$ cat src/rtl/tcdm_sched_pkg.sv
// Shared types for the TCDM bank scheduler: master index, response-pipe entry, lock FSM state.
// Every NumIn used with this package must be <= NumInMax, and $clog2(NumIn) must equal IdxWidth.
package tcdm_sched_pkg;

  localparam int unsigned NumInMax = 8;
  localparam int unsigned IdxWidth = $clog2(NumInMax);

  typedef logic [IdxWidth-1:0] idx_t;

  typedef struct packed {
    logic valid;
    idx_t idx;
  } resp_entry_t;

  typedef enum logic {
    IDLE   = 1'b0,
    LOCKED = 1'b1
  } lock_state_e;

endpackage

$ cat src/rtl/tcdm_sched_resp_pipe.sv
// RespLat-deep delay line of {valid, idx}; the output lines up with the bank's read data.
module tcdm_sched_resp_pipe
  import tcdm_sched_pkg::*;
#(
  parameter int unsigned RespLat = 1
) (
  input  logic        clk_i,
  input  logic        rst_i,
  input  resp_entry_t entry_i,
  output resp_entry_t entry_o
);

  resp_entry_t [RespLat-1:0] stage_q;

  always_ff @(posedge clk_i or posedge rst_i) begin
    if (rst_i) begin
      stage_q <= '0;
    end else begin
      stage_q[0] <= entry_i;
      for (int s = 1; s < int'(RespLat); s++) stage_q[s] <= stage_q[s-1];
    end
  end

  assign entry_o = stage_q[RespLat-1];

endmodule

$ cat src/rtl/tcdm_bank_sched.sv
// Round-robin + starvation-override arbiter for one single-ported TCDM bank, with response routing.
// Optional atomic lock support when TCDM_SCHED_LOCK_EN is defined (adds lock_i and the lock FSM).
module tcdm_bank_sched
  import tcdm_sched_pkg::*;
#(
  parameter int unsigned NumIn     = 8,
  parameter int unsigned AddrWidth = 10,
  parameter int unsigned DataWidth = 32,
  parameter int unsigned BeWidth   = DataWidth / 8,
  parameter int unsigned RespLat   = 1,
  parameter int unsigned MaxWait   = 15
) (
  input  logic                           clk_i,
  input  logic                           rst_i,
  input  logic [NumIn-1:0]               req_i,
  output logic [NumIn-1:0]               gnt_o,
  input  logic [NumIn*AddrWidth-1:0]     add_i,
  input  logic [NumIn-1:0]               wen_i,
  input  logic [NumIn*DataWidth-1:0]     wdata_i,
  input  logic [NumIn*BeWidth-1:0]       be_i,
`ifdef TCDM_SCHED_LOCK_EN
  input  logic [NumIn-1:0]               lock_i,
`endif
  output logic [NumIn-1:0]               rvalid_o,
  output logic [DataWidth-1:0]           rdata_o,
  output logic                           bank_req_o,
  input  logic                           bank_gnt_i,
  output logic [AddrWidth-1:0]           bank_add_o,
  output logic                           bank_wen_o,
  output logic [DataWidth-1:0]           bank_wdata_o,
  output logic [BeWidth-1:0]             bank_be_o,
  input  logic [DataWidth-1:0]           bank_rdata_i
);

  localparam int unsigned CntW    = $clog2(MaxWait + 1);
  localparam idx_t        LastIdx = idx_t'(NumIn - 1);

  logic [NumIn-1:0][AddrWidth-1:0] add_a;
  logic [NumIn-1:0][DataWidth-1:0] wdata_a;
  logic [NumIn-1:0][BeWidth-1:0]   be_a;
  assign add_a   = add_i;
  assign wdata_a = wdata_i;
  assign be_a    = be_i;

  idx_t                       rr_q, rr_d, rr_win, starve_win, winner;
  logic                       rr_found, starve_any, req_any, hs, lock_act;
  logic [NumIn-1:0][CntW-1:0] cnt_q, cnt_d;
  int unsigned                j;

  // Lowest-index starved requester; descending scan so the last hit is the lowest.
  always_comb begin
    starve_any = 1'b0;
    starve_win = '0;
    for (int i = int'(NumIn) - 1; i >= 0; i--) begin
      if (req_i[i] && cnt_q[i] == CntW'(MaxWait)) begin
        starve_any = 1'b1;
        starve_win = idx_t'(i);
      end
    end
  end

  always_comb begin
    rr_found = 1'b0;
    rr_win   = rr_q;
    j        = 0;
    for (int unsigned k = 0; k < NumIn; k++) begin
      j = 32'(rr_q) + k;
      if (j >= NumIn) j = j - NumIn;
      if (!rr_found && req_i[idx_t'(j)]) begin
        rr_found = 1'b1;
        rr_win   = idx_t'(j);
      end
    end
  end

`ifdef TCDM_SCHED_LOCK_EN
  lock_state_e state_q;
  idx_t        owner_q;

  // Lock only holds while the owner keeps both req and lock high; otherwise arbitrate normally this cycle.
  assign lock_act = (state_q == LOCKED) && req_i[owner_q] && lock_i[owner_q];

  always_ff @(posedge clk_i or posedge rst_i) begin
    if (rst_i) begin
      state_q <= IDLE;
      owner_q <= '0;
    end else if (lock_act) begin
      state_q <= LOCKED;
    end else if (hs && lock_i[winner]) begin
      state_q <= LOCKED;
      owner_q <= winner;
    end else begin
      state_q <= IDLE;
    end
  end

  assign winner = lock_act ? owner_q : (starve_any ? starve_win : rr_win);
`else
  assign lock_act = 1'b0;
  assign winner   = starve_any ? starve_win : rr_win;
`endif

  assign req_any      = (|req_i) & ~rst_i;
  assign hs           = req_any & bank_gnt_i;
  assign bank_req_o   = req_any;
  assign bank_add_o   = req_any ? add_a[winner]   : '0;
  assign bank_wdata_o = req_any ? wdata_a[winner] : '0;
  assign bank_be_o    = req_any ? be_a[winner]    : '0;
  assign bank_wen_o   = req_any & wen_i[winner];

  always_comb begin
    gnt_o = '0;
    if (hs) gnt_o[winner] = 1'b1;
  end

  always_comb begin
    rr_d = rr_q;
    if (hs && !lock_act) rr_d = (winner == LastIdx) ? '0 : winner + idx_t'(1);
  end

  always_comb begin
    cnt_d = cnt_q;
    for (int i = 0; i < int'(NumIn); i++) begin
      if (!req_i[i] || (hs && winner == idx_t'(i))) cnt_d[i] = '0;
      else if (cnt_q[i] != CntW'(MaxWait))         cnt_d[i] = cnt_q[i] + CntW'(1);
    end
  end

  always_ff @(posedge clk_i or posedge rst_i) begin
    if (rst_i) begin
      rr_q  <= '0;
      cnt_q <= '0;
    end else begin
      rr_q  <= rr_d;
      cnt_q <= cnt_d;
    end
  end

  resp_entry_t push, resp_q;
  assign push = '{valid: hs, idx: winner};

  tcdm_sched_resp_pipe #(.RespLat(RespLat)) i_resp_pipe (
    .clk_i   (clk_i),
    .rst_i   (rst_i),
    .entry_i (push),
    .entry_o (resp_q)
  );

  always_comb begin
    rvalid_o = '0;
    rdata_o  = '0;
    if (resp_q.valid) begin
      rvalid_o[resp_q.idx] = 1'b1;
      rdata_o              = bank_rdata_i;
    end
  end

endmodule
$ cat config.mk
export PLATFORM = sky130hd
export DESIGN_NAME = tcdm_bank_sched
export DESIGN_NICKNAME = d
export VERILOG_FILES = /design/src/rtl/tcdm_sched_pkg.sv /design/src/rtl/tcdm_sched_resp_pipe.sv /design/src/rtl/tcdm_bank_sched.sv
export SDC_FILE = /design/constraint.sdc
export NUM_CORES = 1
export LEC_CHECK = 0
export ABC_AREA = 1
export CORE_AREA = 2 2 203 205
export DETAILED_ROUTE_END_ITERATION = 10
export DIE_AREA = 0 0 205 207
export SYNTH_ARGS = -nofsm -noshare
export SYNTH_HDL_FRONTEND = slang
export SYNTH_SLANG_ARGS = --single-unit
$ cat constraint.sdc
create_clock -name clk_i -period 3.3 [get_ports clk_i]
set_clock_uncertainty 0.1 [all_clocks]
set_input_delay 0.66 -clock clk_i [delete_from_list [all_inputs] [get_ports clk_i]]
set_output_delay 0.66 -clock clk_i [all_outputs]
set_load 0.03 [all_outputs]
After elaboration in Yosys (flattened, before gate mapping). Index checks and enable logic that the tools add are counted.

RAM bits: 0. Register bits: 39. Input bits: 419. Bits in latches: 0. ROM bits: 0. Output and inout bits: 96. Memories: 0. Word-level logic and storage cells: 231.

Shifts and indexed selects: 0. Bitwise gates (word level): 4. Multiplexer cells: 91. $lt $le $gt $ge: 20. Reduce and logical (&&, ||, !) cells: 58. Div/mod/pow operators: 0. Add/sub/neg operators: 24. Eq/ne operators: 23. Multipliers: 0.

Operators with widths (count): 32-bit binary-select mux with 3-bit select (1); 32-bit two-way mux (3); 3-bit two-way mux (26); 4-bit two-way mux (18); 3-bit by 4-bit less-than comparator with 1-bit output (second input constant) (10); 4-bit by 1-bit adder with 4-bit output (second input constant) (8); 4-bit == test (second input constant) (8); 4-bit != test (second input constant) (8); 10-bit binary-select mux with 3-bit select (1); 4-bit greater-or-equal comparator (second input constant) (7); 1-bit binary-select mux with 3-bit select (9); 1-bit two-way mux (26); 1-bit logical AND (25); 3-bit by 1-bit subtractor with 3-bit output (second input constant) (8); 10-bit two-way mux (2); 3-bit by 3-bit adder with 4-bit output (second input constant) (4); 8-bit two-way mux (2); 2-bit nonzero test (8); 1-bit zero test (15); 4-bit binary-select mux with 3-bit select (1); 3-bit == test (second input constant) (4); 3-bit by 2-bit adder with 4-bit output (second input constant) (2); 1-bit logical OR (8); 8-bit OR reduction (1); 10 further kinds (15).

Logic depth before layout (Yosys ltp). Gate-level depths: netlist of run 1.

Word-level depth: 32. Depth in mapped cells: 26.

Hierarchy. Synthesis of run 1 repeated with hierarchy kept, for this count alone.

Cell total of the unflattened synthesis: 1920. Area, all modules: 9137.5 µm².

Modules (own cells, without submodules): tcdm_bank_sched (area an instance 9033.7 µm², instances 1, cells each 1915, seq. area each 875.8 µm²); tcdm_sched_resp_pipe (area an instance 103.8 µm², instances 1, cells each 5, seq. area each 100.1 µm²).

Least setup slack after synthesis of run 1. OpenSTA, ideal clock, no wires.

Path kind: register -> output. Start point: register rr_q[0]. End point: output port bank_wdata_o[15]. Setup slack: -0.563 ns. Cell stages (with the launch flop): 27. Path buffers: 3. Arrival: 3.103 ns. Path through: dfrtp_1 -> inv_2 -> buf_6 -> ha_1 -> inv_1 -> nand3_1 -> nand2_1 -> nand2_1 -> nand2_1 -> nand3_1 -> nor2_2 -> nand3_2 -> nor2_2 -> inv_2 -> nand2_1 -> inv_1 -> nand2_1 -> nand2_1 -> nand2_1 -> nand2_1 -> nand2_4 -> inv_2 -> buf_2 -> buf_6 -> nand2_1 -> nand2_1 -> nor2_1.

Cells in the longest elaborated chain, start to end: 30. Elaborated cells on any way between the ends: 80.

Ends and longest elaborated chain: from (decl) (line tcdm_bank_sched.sv:45) `idx_t rr_q, rr_d, rr_win, starve_win, winner;`; from (signal assigned) (line tcdm_bank_sched.sv:134) `rr_q <= rr_d;`; parallel branches: the longest is 25 deep, another holds 3-bit by 1-bit adder with 4-bit output; 3-bit two-way mux (*) (line tcdm_bank_sched.sv:69) `if (!rr_found && req_i[idx_t'(j)]) begin`; 3-bit two-way mux (*) (line tcdm_bank_sched.sv:100) `assign winner = starve_any ? starve_win : rr_win;`; 32-bit binary-select mux with 3-bit select (*) (line tcdm_bank_sched.sv:107) `assign bank_wdata_o = req_any ? wdata_a[winner] : '0;`; 32-bit two-way mux (implied by the code) (*) (line tcdm_bank_sched.sv:107); 32-bit two-way mux (*) (line tcdm_bank_sched.sv:107); to (decl) (line tcdm_bank_sched.sv:30) `output logic [DataWidth-1:0] bank_wdata_o,`.

Mark *: on every way between the ends. The select of a mux whose other input is x is not followed.

Worst setup path after layout of run 1.
Start point: register rr_q[0]. End point: output port bank_add_o[8].

Cells in the longest elaborated chain, start to end: 30. Elaborated cells on any way between the ends: 80.

Ends and longest elaborated chain: parallel branches: the longest is 25 deep, another holds 3-bit by 1-bit adder with 4-bit output; 3-bit two-way mux (*) (line tcdm_bank_sched.sv:69); 3-bit two-way mux (*) (line tcdm_bank_sched.sv:100); 10-bit binary-select mux with 3-bit select (*) (line tcdm_bank_sched.sv:106) `assign bank_add_o = req_any ? add_a[winner] : '0;`; 10-bit two-way mux (implied by the code) (*) (line tcdm_bank_sched.sv:106); 10-bit two-way mux (*) (line tcdm_bank_sched.sv:106); to (decl) (line tcdm_bank_sched.sv:28) `output logic [AddrWidth-1:0] bank_add_o,`.

Marks and branches as above.

==> flow_metrics.tcl, run 1 <==
set metrics [dict create \
    outcome "finished, violations left" \
    violations "setup timing" \
    arrival_ns 3.38 \
    maxCapViolCount 0 \
    avgSynthCellArea_sq_um 5.05 \
    grt_overflow 0 \
    ys_seq_elements 39 \
    dp_worst_setup_slack_ns -1.14 \
    max_freq_ghz 0.241 \
    drive_above_1_share 0.224 \
    firstDrtPassIters 5 \
    fillCellCount 4275 \
    drv_slew 0 \
    path_clk_slew_ns 0.06 \
    worst-path-max-fanout 7 \
    antenna_found_initial 5 \
    htreeDepth 2 \
    place.gp.congestion 0.923 \
    worst_slack_ns -0.843 \
    fin_nets 2486 \
    cts_inserted_buffers 5 \
    clockRootBuffer "clkbuf_16" \
    timing.final.crit_share 1.26 \
    cp-start-kind "flip-flop" \
    setup_viol 67 \
    first_iter_violations 709 \
    synth_edf_count 0 \
    grt_pass1_wl_microns 66800 \
    grt_usage 0.199 \
    hold_viol_final 0 \
    die_area_sq_mm 0.0424 \
    setup.worst_path.end_class "output pin" \
    synth_ff_type "dfrtp_1" \
    port_buffers 514 \
    synth.most_common_cell "nand2_1" \
    final_antenna_net_count 0 \
    drc 0 \
    grt_pass1_vias 12000 \
    vias_per_cell 4.67 \
    hold_path.class "reg -> reg" \
    grt_max_degree 61 \
    cts_tree "yes" \
    dieHeight_microns 207 \
    synth_warnings 0 \
    wirelength_microns 44900 \
    die_w_microns 205 \
    start_util 0.180 \
    cts_sinks 39 \
    synthTopCellsByCount "nand2_1 (571), nand3_1 (432), nor2_1 (118)" \
    slew_headroom 0.627 \
    worst_pin_slew_ns 0.559 \
    dp_hpwl_microns 34800 \
    fp.coreArea_sq_mm 0.0404 \
    required_ns 2.54 \
    synth.top_cell.area_share 0.297 \
    synthArstFlopShare 1.00 \
    rsz0062_at_grt "true" \
    yosys.area.top_type "nand3_1" \
    ios 515 \
    ys_types 34 \
    syn_nets 1871 \
    vias 12100 \
    wire_per_inst_microns 17.3 \
    period_minus_slack_ns 4.14 \
    crit_type "reg -> out" \
    ys_seq_area_frac 0.134 \
    clockBufferDepth 2 \
    synthToLayoutAreaGrowth_pct 119 \
    syn_area_sq_mm 0.00728 \
    syn_inst 1442 \
    rows 74 \
    clk_latency_ns 0.29 \
    synth_area_leaders "nand3_1 (30%), nand2_1 (29%), dfrtp_1 (13%)" \
]
[what timing repair did]
action	4_1_cts	5_1_grt
cloned	9	6
setup buffers	20	14
resized for setup	122	81
pin swaps	21	35
hold buffers	0	0
setup endpoints to repair	88	89
[critical path: stages (launching register included)]
cell	delay [ns]
dfrtp_1	0.41
inv_2	0.07
ha_4	0.37
nand3_4	0.11
nand2_2	0.09
nand2_1	0.06
nand2_2	0.08
nand3_2	0.08
nor2_4	0.16
nand3_2	0.11
nor2_2	0.12
inv_2	0.05
nand3_2	0.07
nand2_2	0.08
a21oi_4	0.22
buf_4	0.17
clkbuf_16	0.15
buf_4	0.11
nand3_1	0.07
nand2_1	0.09
nand2_1	0.09
nand2_1	0.12
nor2_4	0.04
buf_6	0.14
[cell usage in the layout (no fill, tap or decap), types with 7 or more instances in the layout]
cell type        instances
buf_4                  147
clkdlybuf4s50_1        451
clkbuf_16               11
inv_1                   71
nor2_4                  54
nand2_4                  7
dfrtp_1                 38
nand3_2                 31
nand3_1                396
nand2_1                503
buf_12                  35
a21oi_1                 13
o21ai_0                 11
nand4_1                  7
nand2_2                 65
nand3_4                  8
ha_1                     8
mux2i_1                  7
inv_2                   11
buf_16                   9
nor2_1                  65
buf_6                   50
[metrics by stage]
stage	instances	TNS (ns)	hold slack (ns)	cell area, sq um	util
floorplan	1442	-6.83	0.403	7880	-
global placement	2536	-74.06	0.440	14500	0.358
detailed placement	2536	-73.63	0.453	14500	0.358
CTS	2572	-42.25	0.467	15400	0.383
global route	2593	-62.20	0.504	16000	0.396
finish	2593	-44.47	0.463	16000	0.396
[flip-flops by register name, summed over array words and instances (netlist names)]
| name | cells |
|---|---|
| cnt_q | 32 |
| i_resp_pipe.entry_o | 4 |
| rr_q | 3 |
[area by class of cell]
| type | instances | area, sq um | share of cell area |
|---|---|---|---|
| inverter | 87 | 348 | 0.0218 |
| timing repair buffer | 711 | 7430 | 0.465 |
| tap | 532 | 666 | 0.0417 |
| clock inverter | 3 | 43.8 | 0.00274 |
| clock buffer | 5 | 125 | 0.00783 |
| multi-input combinational | 1213 | 6390 | 0.400 |
| sequential | 39 | 977 | 0.0611 |
| antenna | 3 | 7.51 | 0.000470 |
[path summary, 6_finish.rpt]
kind | startpoint | endpoint | slack, ns | depth (start not counted)
worst max-delay path | rr_q[0] | bank_add_o[8] | -0.84 | 23
worst min register to register | cnt_q[11] | cnt_q[11] | 0.46 | 2
max in group asynchronous | rst_i | rr_q[1] | 1.83 | 3
worst min-delay path | cnt_q[11] | cnt_q[11] | 0.46 | 2
min in group asynchronous | rst_i | cnt_q[23] | 0.86 | 3
worst max register to register | rr_q[0] | cnt_q[17] | -0.21 | 20
[logic make-up after synthesis]
| kind of cell | count (synthesis) | synth area share |
|---|---|---|
| adders and majority gates | 10 | 0.0172 |
| xor gates and xnor gates | 8 | 0.00962 |
| AOI/OAI and AO/OA | 39 | 0.0313 |
| muxes | 7 | 0.00962 |
| and+or+nand+nor | 1148 | 0.679 |
| DFF | 39 | 0.134 |
| buffers and inverters | 191 | 0.120 |
[metal layers]
layer	vias to the layer above	global-route usage	wire, microns
met5	-	0	27
met3	74	0.0392	3380
met2	520	0.348	21900
li1	5912	-	-
met1	5607	0.250	18500
met4	4	0.0476	1110
Power of run 1 is not shown: default switching activity piles up to over one toggle a cycle in this logic, so the estimate is an artifact.
==> run 2: changes to the inputs <==
Settings changed: CORE_AREA 2 2 203 205 to 5 5 195 197, CTS_CLUSTER_DIAMETER set to 40, DIE_AREA 0 0 205 207 to 0 0 200 202.
==> run 2 against run 1 <==
Against the previous run: the run still ends with setup timing left; register-to-register slack is essentially flat; count of clock-buffer cells in the layout grew 1; critical path type unchanged; non-clock buffer count grew 38; flip-flop and latch count is the same.
==> flow_metrics.tcl, run 2 (same netlist as run 1, synthesis figures left out) <==
set metrics [dict create \
    clk_latency_ns 0.29 \
    die_area_sq_mm 0.0404 \
    firstDrtPassIters 5 \
    worst_slack_ns -0.961 \
    timing.final.crit_share 1.29 \
    arrival_ns 3.50 \
    cts_sinks 39 \
    reg2reg_setup_slack_ns -0.21 \
    fin_nets 2523 \
    dieHeight_microns 202 \
    fillCellCount 3608 \
    cts_tree "yes" \
    final_cell_mix "nand2_1 (459), clkdlybuf4s50_1 (451), nand3_1 (366)" \
    hold_start "cnt_q[19]" \
    fin_cells 2565 \
    period_minus_slack_ns 4.26 \
    path_clk_slew_ns 0.06 \
    hold_path.class "reg -> reg" \
    hold_depth 2 \
    largest_reg_flops 32 \
    first_iter_violations 728 \
    fp.coreArea_sq_mm 0.0361 \
    required_ns 2.54 \
    grt_pass1_wl_microns 67800 \
    cp-start-kind "flip-flop" \
    drive_above_1_share 0.277 \
    r2r_end "cnt_q[5]" \
    clockRootBuffer "clkbuf_16" \
    postCtsHoldBufs 0 \
    clockBufferDepth 2 \
    r2r-start "rr_q[1]" \
    start_util 0.202 \
    port_buffers 514 \
    rows 70 \
    violations "setup timing" \
    vias 12300 \
    worst_pin_slew_ns 0.552 \
    rsz0062_at_grt "true" \
    ios 515 \
    dp_hpwl_microns 36200 \
    cts_inserted_buffers 5 \
    vias_per_cell 4.80 \
    die_w_microns 200 \
    antenna_found_initial 6 \
    layout_commonest_cell "nand2_1" \
    grt_max_degree 59 \
    dpl.cell_count 2493 \
    htreeDepth 2 \
    setup.worst_path.end_class "output pin" \
    crit_type "reg -> out" \
    worstHoldEndpoint "cnt_q[19]" \
    grt_pass1_vias 11900 \
    drc 0 \
    grt_overflow 0 \
    slew_headroom 0.632 \
    grt_usage 0.213 \
    max_freq_ghz 0.235 \
    worst-path-max-fanout 8 \
    top_register "cnt_q" \
    ff2ff_path_depth 25 \
    fin_util 0.472 \
    synthToLayoutAreaGrowth_pct 134 \
    outcome "finished, violations left" \
    final_antenna_net_count 0 \
    place.gp.congestion 0.921 \
    maxCapViolCount 0 \
    wirelength_microns 48100 \
    hold_viol_final 0 \
    drv_slew 0 \
    wire_per_inst_microns 18.8 \
    setup_viol 70 \
    timing.setup.tns_ns -48.69 \
]
[run 2: cell types whose count changed in the layout (fill, tap and decap cells not counted), sizes merged, moves of 2 or more]
cell and delta:
bufbuf +4, clkbuf +7, buf +28, dlygate4sd2 +2
clkdlybuf4s15 -2
[run 2: final cells by class]
cell class	count	area (sq um)	area share
inverter	87	350	0.0206
multi-input combinational	1212	6750	0.396
timing repair buffer	749	8230	0.483
sequential	39	977	0.0574
tap	468	586	0.0344
antenna	2	5.00	0.000294
clock buffer	6	129	0.00757
clock inverter	2	12.5	0.000735
[run 2: how the worst max path moves through the flow]
stage	from	to	slack, ns	depth (start not counted)
after floorplan	rr_q[0]	bank_wdata_o[15]	-0.16	26
after CTS	rr_q[0]	bank_add_o[5]	-0.80	24
after global routing	rr_q[0]	bank_wdata_o[21]	-1.12	25
after detailed placement	req_i[1]	bank_wdata_o[31]	-1.07	22
final	rr_q[1]	bank_wdata_o[21]	-0.96	26
after global placement	req_i[2]	bank_wdata_o[13]	-1.03	19
[run 2: through the flow]
step / worst slack (ns) / cell area, sq um / hold WS (ns)
2_1_floorplan: -0.160 / 7880 / 0.403
3_3_place_gp: -1.03 / 14700 / 0.439
3_5_place_dp: -1.07 / 14700 / 0.449
4_1_cts: -0.795 / 16100 / 0.462
5_1_grt: -1.12 / 17000 / 0.512
6_report: -0.961 / 17000 / 0.466
[run 2: critical path, stage by stage, from the launching register on]
cell,delay [ns]
dfrtp_2,0.45
inv_6,0.07
ha_4,0.25
inv_8,0.10
nand3_4,0.09
nand2_4,0.09
nand2_2,0.05
nand2_2,0.08
nand3_2,0.09
nor2_4,0.17
nand3_2,0.12
buf_6,0.14
inv_4,0.05
nand2_2,0.04
nand3_2,0.06
nand2_2,0.08
a21oi_4,0.21
buf_6,0.14
buf_12,0.13
buf_12,0.15
clkbuf_16,0.18
nand3_2,0.09
nand2_2,0.08
nand2_2,0.05
nand2_2,0.09
nor2_4,0.04
buf_6,0.13
[run 2: layer usage]
layer,GRT usage,part of all wire,vias to the layer above
li1,-,-,6001
met1,0.270,0.40,5705
met2,0.377,0.50,516
met3,0.0385,0.075,75
met4,0.0408,0.022,8
met5,0,0.0012,-
[run 2: what timing repair did]
action                     in CTS  in global routing
pin swaps                      37                 60
setup endpoints to repair      87                 87
hold endpoints to repair        0                  0
setup buffers                  23                 15
gates resized for setup       177                141
gates cloned                   14                 14
Power of run 2 is left out for the same reason.
==> run 3: changes to the inputs <==
Settings changed: SLEW_MARGIN set to 20.
==> results of run 3 <==
No change in the layout: final DEF, timing and power equal those of run 2.
Power of run 3 is left out for the same reason.
